## config.mk

```make
export PLATFORM = sky130hd
export DESIGN_NAME = controlador_entrada_saida_flat
export DESIGN_NICKNAME = d
export VERILOG_FILES = /design/src/rtl/controlador_entrada_saida_if.sv /design/src/rtl/controlador_entrada_saida.sv /design/src/flat_wrapper.sv
export SDC_FILE = /design/constraint.sdc
export NUM_CORES = 1
export LEC_CHECK = 0
export ABC_CLOCK_PERIOD_IN_PS = 2500
export BUFFER_PORTS_ARGS = -buffer_cell sky130_fd_sc_hd__buf_2
export CORE_ASPECT_RATIO = 1.4
export CORE_MARGIN = 2
export CORE_UTILIZATION = 47
export DETAILED_ROUTE_END_ITERATION = 8
export PLACE_DENSITY = 0.86
export SLEW_MARGIN = 10
export SYNTH_ARGS = -nofsm -noshare
export SYNTH_HDL_FRONTEND = slang
export SYNTH_SLANG_ARGS = --single-unit
```

## constraint.sdc

```tcl
create_clock -name clock -period 2.5 [get_ports clock]
set_clock_uncertainty 0.05 [all_clocks]
set_input_delay 0.5 -clock clock [delete_from_list [all_inputs] [get_ports clock]]
set_output_delay 0.5 -clock clock [all_outputs]
set_load 0.02 [all_outputs]
```

## src/rtl/controlador_entrada_saida_if.sv

```systemverilog
// ============================================================================
// controlador_entrada_saida_if
// Bus between the datapath and the switch/display I/O controller.
// Revision: 1.0
// ============================================================================
`default_nettype none

interface controlador_entrada_saida_if;
   logic [4:0]  opcode;
   logic        enter;
   logic [8:0]  entradaSwitch;
   logic [31:0] dadoSaida;
   logic        pcHabilita;
   logic        regEscrita;
   logic [31:0] dadoEntrada;
   logic [31:0] saidaValor;
   logic        saidaValida;
   logic [1:0]  estado;

   modport master (
      output opcode, enter, entradaSwitch, dadoSaida,
      input  pcHabilita, regEscrita, dadoEntrada, saidaValor, saidaValida, estado
   );

   modport slave (
      input  opcode, enter, entradaSwitch, dadoSaida,
      output pcHabilita, regEscrita, dadoEntrada, saidaValor, saidaValida, estado
   );
endinterface

`default_nettype wire

```

## src/rtl/controlador_entrada_saida.sv

```systemverilog
// ============================================================================
// controlador_entrada_saida
// Stalls the PC for debounced switch input (IN) and latches display values (OUT).
// Revision: 1.0
// ============================================================================
`default_nettype none

module controlador_entrada_saida #(
   parameter logic [4:0]  OPCODE_IN  = 5'd30,
   parameter logic [4:0]  OPCODE_OUT = 5'd31,
   parameter logic [15:0] DEBOUNCE   = 16'd50000
) (
   input  wire logic                   clock,
   input  wire logic                   reset,
   controlador_entrada_saida_if.slave  bus
);

   localparam logic [1:0]  c_OCIOSO  = 2'd0;
   localparam logic [1:0]  c_ARMA    = 2'd1;
   localparam logic [1:0]  c_ESPERA  = 2'd2;
   localparam logic [1:0]  c_ESCREVE = 2'd3;
   localparam logic [15:0] c_ULTIMO  = DEBOUNCE - 16'd1;

   logic [1:0]  estado_q, estado_d;
   logic [15:0] cont_q, cont_d;
   logic        enter_meta_q, enter_sinc_q;
   logic [31:0] dadoEntrada_q;
   logic [31:0] saidaValor_q;
   logic        saidaValida_q;
   logic        captura_w;
   logic        saida_w;
   logic        pcHabilita_w;
   logic        regEscrita_w;

   assign captura_w = (estado_q == c_ESPERA) && !enter_sinc_q && (cont_q == c_ULTIMO);
   assign saida_w   = (estado_q == c_OCIOSO) && (bus.opcode == OPCODE_OUT);

   // State register, synchronizer and datapath registers
   always_ff @(posedge clock or negedge reset) begin
      if (!reset) begin
         estado_q      <= c_OCIOSO;
         cont_q        <= 16'd0;
         enter_meta_q  <= 1'b1;
         enter_sinc_q  <= 1'b1;
         dadoEntrada_q <= 32'd0;
         saidaValor_q  <= 32'd0;
         saidaValida_q <= 1'b0;
      end else begin
         estado_q      <= estado_d;
         cont_q        <= cont_d;
         enter_meta_q  <= bus.enter;
         enter_sinc_q  <= enter_meta_q;
         if (captura_w) begin
            dadoEntrada_q <= {{23{bus.entradaSwitch[8]}}, bus.entradaSwitch};
         end
         if (saida_w) begin
            saidaValor_q  <= bus.dadoSaida;
            saidaValida_q <= 1'b1;
         end
      end
   end

   // Next state; the counter only runs in ESPERA and any released sample clears it
   always_comb begin
      estado_d = estado_q;
      cont_d   = 16'd0;
      case (estado_q)
         c_OCIOSO: begin
            if (bus.opcode == OPCODE_IN) estado_d = c_ARMA;
         end
         c_ARMA: begin
            if (enter_sinc_q) estado_d = c_ESPERA;
         end
         c_ESPERA: begin
            if (enter_sinc_q) begin
               cont_d = 16'd0;
            end else if (cont_q == c_ULTIMO) begin
               cont_d   = 16'd0;
               estado_d = c_ESCREVE;
            end else begin
               cont_d = cont_q + 16'd1;
            end
         end
         default: begin
            estado_d = c_OCIOSO;
         end
      endcase
   end

   always_comb begin
      pcHabilita_w = 1'b0;
      regEscrita_w = 1'b0;
      case (estado_q)
         c_OCIOSO:  pcHabilita_w = (bus.opcode != OPCODE_IN);
         c_ESCREVE: begin
            pcHabilita_w = 1'b1;
            regEscrita_w = 1'b1;
         end
         default: begin
            pcHabilita_w = 1'b0;
            regEscrita_w = 1'b0;
         end
      endcase
   end

   assign bus.pcHabilita  = pcHabilita_w;
   assign bus.regEscrita  = regEscrita_w;
   assign bus.dadoEntrada = dadoEntrada_q;
   assign bus.saidaValor  = saidaValor_q;
   assign bus.saidaValida = saidaValida_q;
   assign bus.estado      = estado_q;

endmodule

`default_nettype wire

```

## src/flat_wrapper.sv

```systemverilog
// flat-port wrapper written by rule: the top's interface ports become plain ports
module controlador_entrada_saida_flat 
#(
   parameter logic [4:0]  OPCODE_IN  = 5'd30,
   parameter logic [4:0]  OPCODE_OUT = 5'd31,
   parameter logic [15:0] DEBOUNCE   = 16'd50000
)
  (clock, reset, bus_opcode, bus_enter, bus_entradaSwitch, bus_dadoSaida, bus_pcHabilita, bus_regEscrita, bus_dadoEntrada, bus_saidaValor, bus_saidaValida, bus_estado);
  controlador_entrada_saida_if bus_i ();
  input  wire logic clock;
  input  wire logic reset;
  input wire logic [$bits(bus_i.opcode)-1:0] bus_opcode;
  input wire logic [$bits(bus_i.enter)-1:0] bus_enter;
  input wire logic [$bits(bus_i.entradaSwitch)-1:0] bus_entradaSwitch;
  input wire logic [$bits(bus_i.dadoSaida)-1:0] bus_dadoSaida;
  output wire logic [$bits(bus_i.pcHabilita)-1:0] bus_pcHabilita;
  output wire logic [$bits(bus_i.regEscrita)-1:0] bus_regEscrita;
  output wire logic [$bits(bus_i.dadoEntrada)-1:0] bus_dadoEntrada;
  output wire logic [$bits(bus_i.saidaValor)-1:0] bus_saidaValor;
  output wire logic [$bits(bus_i.saidaValida)-1:0] bus_saidaValida;
  output wire logic [$bits(bus_i.estado)-1:0] bus_estado;
  assign bus_i.opcode = bus_opcode;
  assign bus_i.enter = bus_enter;
  assign bus_i.entradaSwitch = bus_entradaSwitch;
  assign bus_i.dadoSaida = bus_dadoSaida;
  assign bus_pcHabilita = bus_i.pcHabilita;
  assign bus_regEscrita = bus_i.regEscrita;
  assign bus_dadoEntrada = bus_i.dadoEntrada;
  assign bus_saidaValor = bus_i.saidaValor;
  assign bus_saidaValida = bus_i.saidaValida;
  assign bus_estado = bus_i.estado;
  controlador_entrada_saida #(.OPCODE_IN(OPCODE_IN), .OPCODE_OUT(OPCODE_OUT), .DEBOUNCE(DEBOUNCE)) u_core (.clock(clock), .reset(reset), .bus(bus_i));
endmodule
```

==> results.py <==
metrics = {
    "pwr": {
        "power.leakage_nw": 1.833,
        "switching_power_mw": 1.186,
        "seq_power_share_pct": 41.1,
        "pwr-share-comb_pct": 33.2,
        "power_density_nw_per_um2": 999.6,
        "ir_drop_uv": 636.8,
        "swShare_pct": 34.07,
        "intPower_mw": 2.294,
        "pwr-share-clk_pct": 25.7,
    },
    "final_layout": {
        "fin_area_um2": 3481,
        "post-route-util_pct": 60.22,
        "final_common_cell": "buf_2",
        "antennaDiodeCount": 0,
        "area_growth_pct": 25.77,
        "fin_cells": 391,
        "drive_above_1_share_pct": 54.52,
        "nets": 371,
        "fillCellCount": 441,
        "final_cell_mix": "buf_2, dfrtp_1, mux2_2",
    },
    "clock_tree": {
        "holdBufCountCts": 0,
        "cts_buffers": 9,
        "clkLatencyLatePin_ns": 0.33,
        "cts.sinks": 62,
        "htreeDepth": 3,
        "cts_buffer_depth": 2,
        "clk_pin_slew_worst_paths_ns": 0.07,
        "cts_resized": 0,
        "cts-root-buf": "clkbuf_8",
        "cts_tree": "built",
        "post-cts-setup-buffers": 0,
    },
    "synth": {
        "synth.distinct_cells": 27,
        "synth_area_per_cell_um2": 12.87,
        "async_reset_ff_share_pct": 100.0,
        "syn-num-nets": 269,
        "synth-main-ff-cell": "dfrtp_1",
        "yosysWarnings": 0,
        "yosysSeqAreaShare_pct": 56.15,
        "synth_edf_count": 0,
        "syn-instance-count": 215,
        "ys_seq_elements": 62,
        "syn_area_um2": 2768,
    },
    "placed_design": {
        "dp_hpwl_mm": 3.957,
        "place_area_um2": 3273,
        "port_buffers": 117,
        "finalWeightedCongestion": 0.7941,
        "dp.cells": 376,
    },
    "global_routing": {
        "grt-ovfl-total": 0,
        "gr-usage-all-layers_pct": 17.11,
        "grt_pass1_wl_mm": 8.204,
        "grt_pass1_vias": 1911,
        "grt_max_degree": 34,
        "antenna_found_initial": 0,
    },
    "timing": {
        "min_period_ns": 2.078,
        "worst_slew_margin_rel_pct": 54.72,
        "tightest_slew_ns": 0.6791,
        "setup_viol": 0,
        "grt_setup_unrepaired": "no",
        "hold_violations": 0,
        "fin_tns_setup_ns": 0,
        "max_freq_ghz": 0.4812,
        "fin_crit_sh_pct": 83.13,
        "fin_hold_ws_ns": 0.1577,
        "slew_viol_final": 0,
    },
    "routing": {
        "drtAntennaViolNets": 0,
        "dr.pass1.iters": 4,
        "wl_per_cell_um": 13.50,
        "routed_via_density": 5.084,
        "drc": 0,
        "drtIter0Drc": 84,
        "wirelength_mm": 5.279,
        "vias": 1988,
    },
    "floorplan": {
        "core-area_um2": 5781,
        "dieHeight_um": 94.80,
        "fp.dieArea_um2": 6527,
        "rows": 33,
        "ios": 118,
        "die_w_um": 68.86,
        "start_util_pct": 47.88,
    },
    "setup_path": {
        "startpoint": "u_core.bus.estado[0]",
        "cp_max_fo": 5,
        "rrSetupSlack_ns": 0.61,
        "endpoint": "bus_pcHabilita",
        "cp.arrival_ns": 1.53,
        "reg2reg_depth": 6,
        "critical_path.startpoint_type": "flip-flop",
        "cp-end-kind": "primary output",
        "path_class": "flip-flop to primary output",
        "reg2reg_from": "u_core.cont_q[0]",
        "critPathRequiredTime_ns": 1.95,
        "r2r-end": "u_core.bus.dadoEntrada[7]",
    },
    "min_path": {
        "hp-class": "input pin to asynchronous set/reset pin",
    },
    "flow_run": {
        "cap_violations": 0,
    },
    "run_status": {
        "status": "finished clean",
    },
}
[layer usage]
layer	vias to the layer above	share of wire, %	wire length (um)	track usage [%]
met1	955	38	1993	19.47
met3	6	8.4	441	5.125
met4	0	1.2	61	8.333
li1	919	-	-	-
met2	108	53	2783	28.61
met5	-	0	0	0
[worst min path at each step]
stage / cells past startpoint / start / slack (ns) / to
after floorplan: 0 / reset / 0.15 / u_core.bus.dadoEntrada[0]
after global placement: 0 / u_core.enter_meta_q / 0.30 / u_core.enter_sinc_q
after detailed placement: 0 / u_core.enter_meta_q / 0.30 / u_core.enter_sinc_q
after CTS: 1 / reset / 0.17 / u_core.bus.dadoEntrada[4]
after global routing: 1 / bus_enter / 0.20 / u_core.enter_meta_q
final: 1 / reset / 0.16 / u_core.bus.dadoEntrada[4]
[cells by family after synthesis]
family	count (synthesis)	synth area share [%]
xor+xnor	14	4.430
simple gates	55	10.90
mux	42	17.09
compound gates	3	1.085
buf+inv	34	8.092
flops	62	56.15
fa+ha+maj	5	2.260
[cell type report]
type / instances / area, um^2 / area share (%)
Sequential cell: 62 / 1554 / 44.64
Multi-Input combinational cell: 119 / 992.2 / 28.50
Timing Repair Buffer: 120 / 620.6 / 17.83
Clock buffer: 12 / 165.2 / 4.745
Tap cell: 70 / 87.58 / 2.516
Clock inverter: 3 / 42.54 / 1.222
Inverter: 5 / 18.77 / 0.5392
[Yosys cell counts, types with 2 or more instances]
library cell   n  area share (%)
xor2_1         2            0.63
nor3_1         5            0.90
nand3_1        5            0.90
ha_1           5             2.3
buf_2          4            0.72
nand4_1        8             1.8
nand2_1        4            0.54
inv_1          5            0.68
nor4b_2        2             1.1
and4b_1        2            0.72
mux2_2        32              13
xnor2_1       12             3.8
dfrtp_1       60              54
nor2_1        21             2.8
mux2_1        10             4.1
buf_4         24             6.5
nor4_1         3            0.68
dfstp_2        2             1.9
[flip-flops by register name (all words and copies together), names as in the netlist]
| name | flops |
|---|---|
| u_core.bus.saidaValor | 32 |
| u_core.cont_q | 16 |
| u_core.bus.dadoEntrada | 9 |
| u_core.bus.estado | 2 |
| u_core.bus.saidaValida | 1 |
| u_core.enter_meta_q | 1 |
| u_core.enter_sinc_q | 1 |
[metrics by stage]
step | power [mW] | setup WS, ns
floorplan | 2.169 | 0.6778
global placement | 2.564 | 0.6944
detailed placement | 2.610 | 0.6147
CTS | 3.521 | 0.4043
global route | 3.684 | 0.2392
finish | 3.480 | 0.4217
[critical path, stage by stage (launching register included)]
cell	delay, ns
dfrtp_1	0.42
inv_1	0.10
ha_1	0.22
o21a_1	0.18
nor2_1	0.05
nor2_1	0.07
buf_2	0.17
[power by group through the flow]
| stage | registers (mW) | clock network (mW) | logic [mW] |
|---|---|---|---|
| 2_1_floorplan | 1.77 | 0 | 0.401 |
| 3_3_place_gp | 1.43 | 0 | 1.14 |
| 3_5_place_dp | 1.44 | 0 | 1.16 |
| 4_1_cts | 1.43 | 0.923 | 1.17 |
| 5_1_grt | 1.47 | 0.974 | 1.24 |
| 6_report | 1.43 | 0.894 | 1.15 |
No activity file was read; power rests on OpenSTA's default activity.
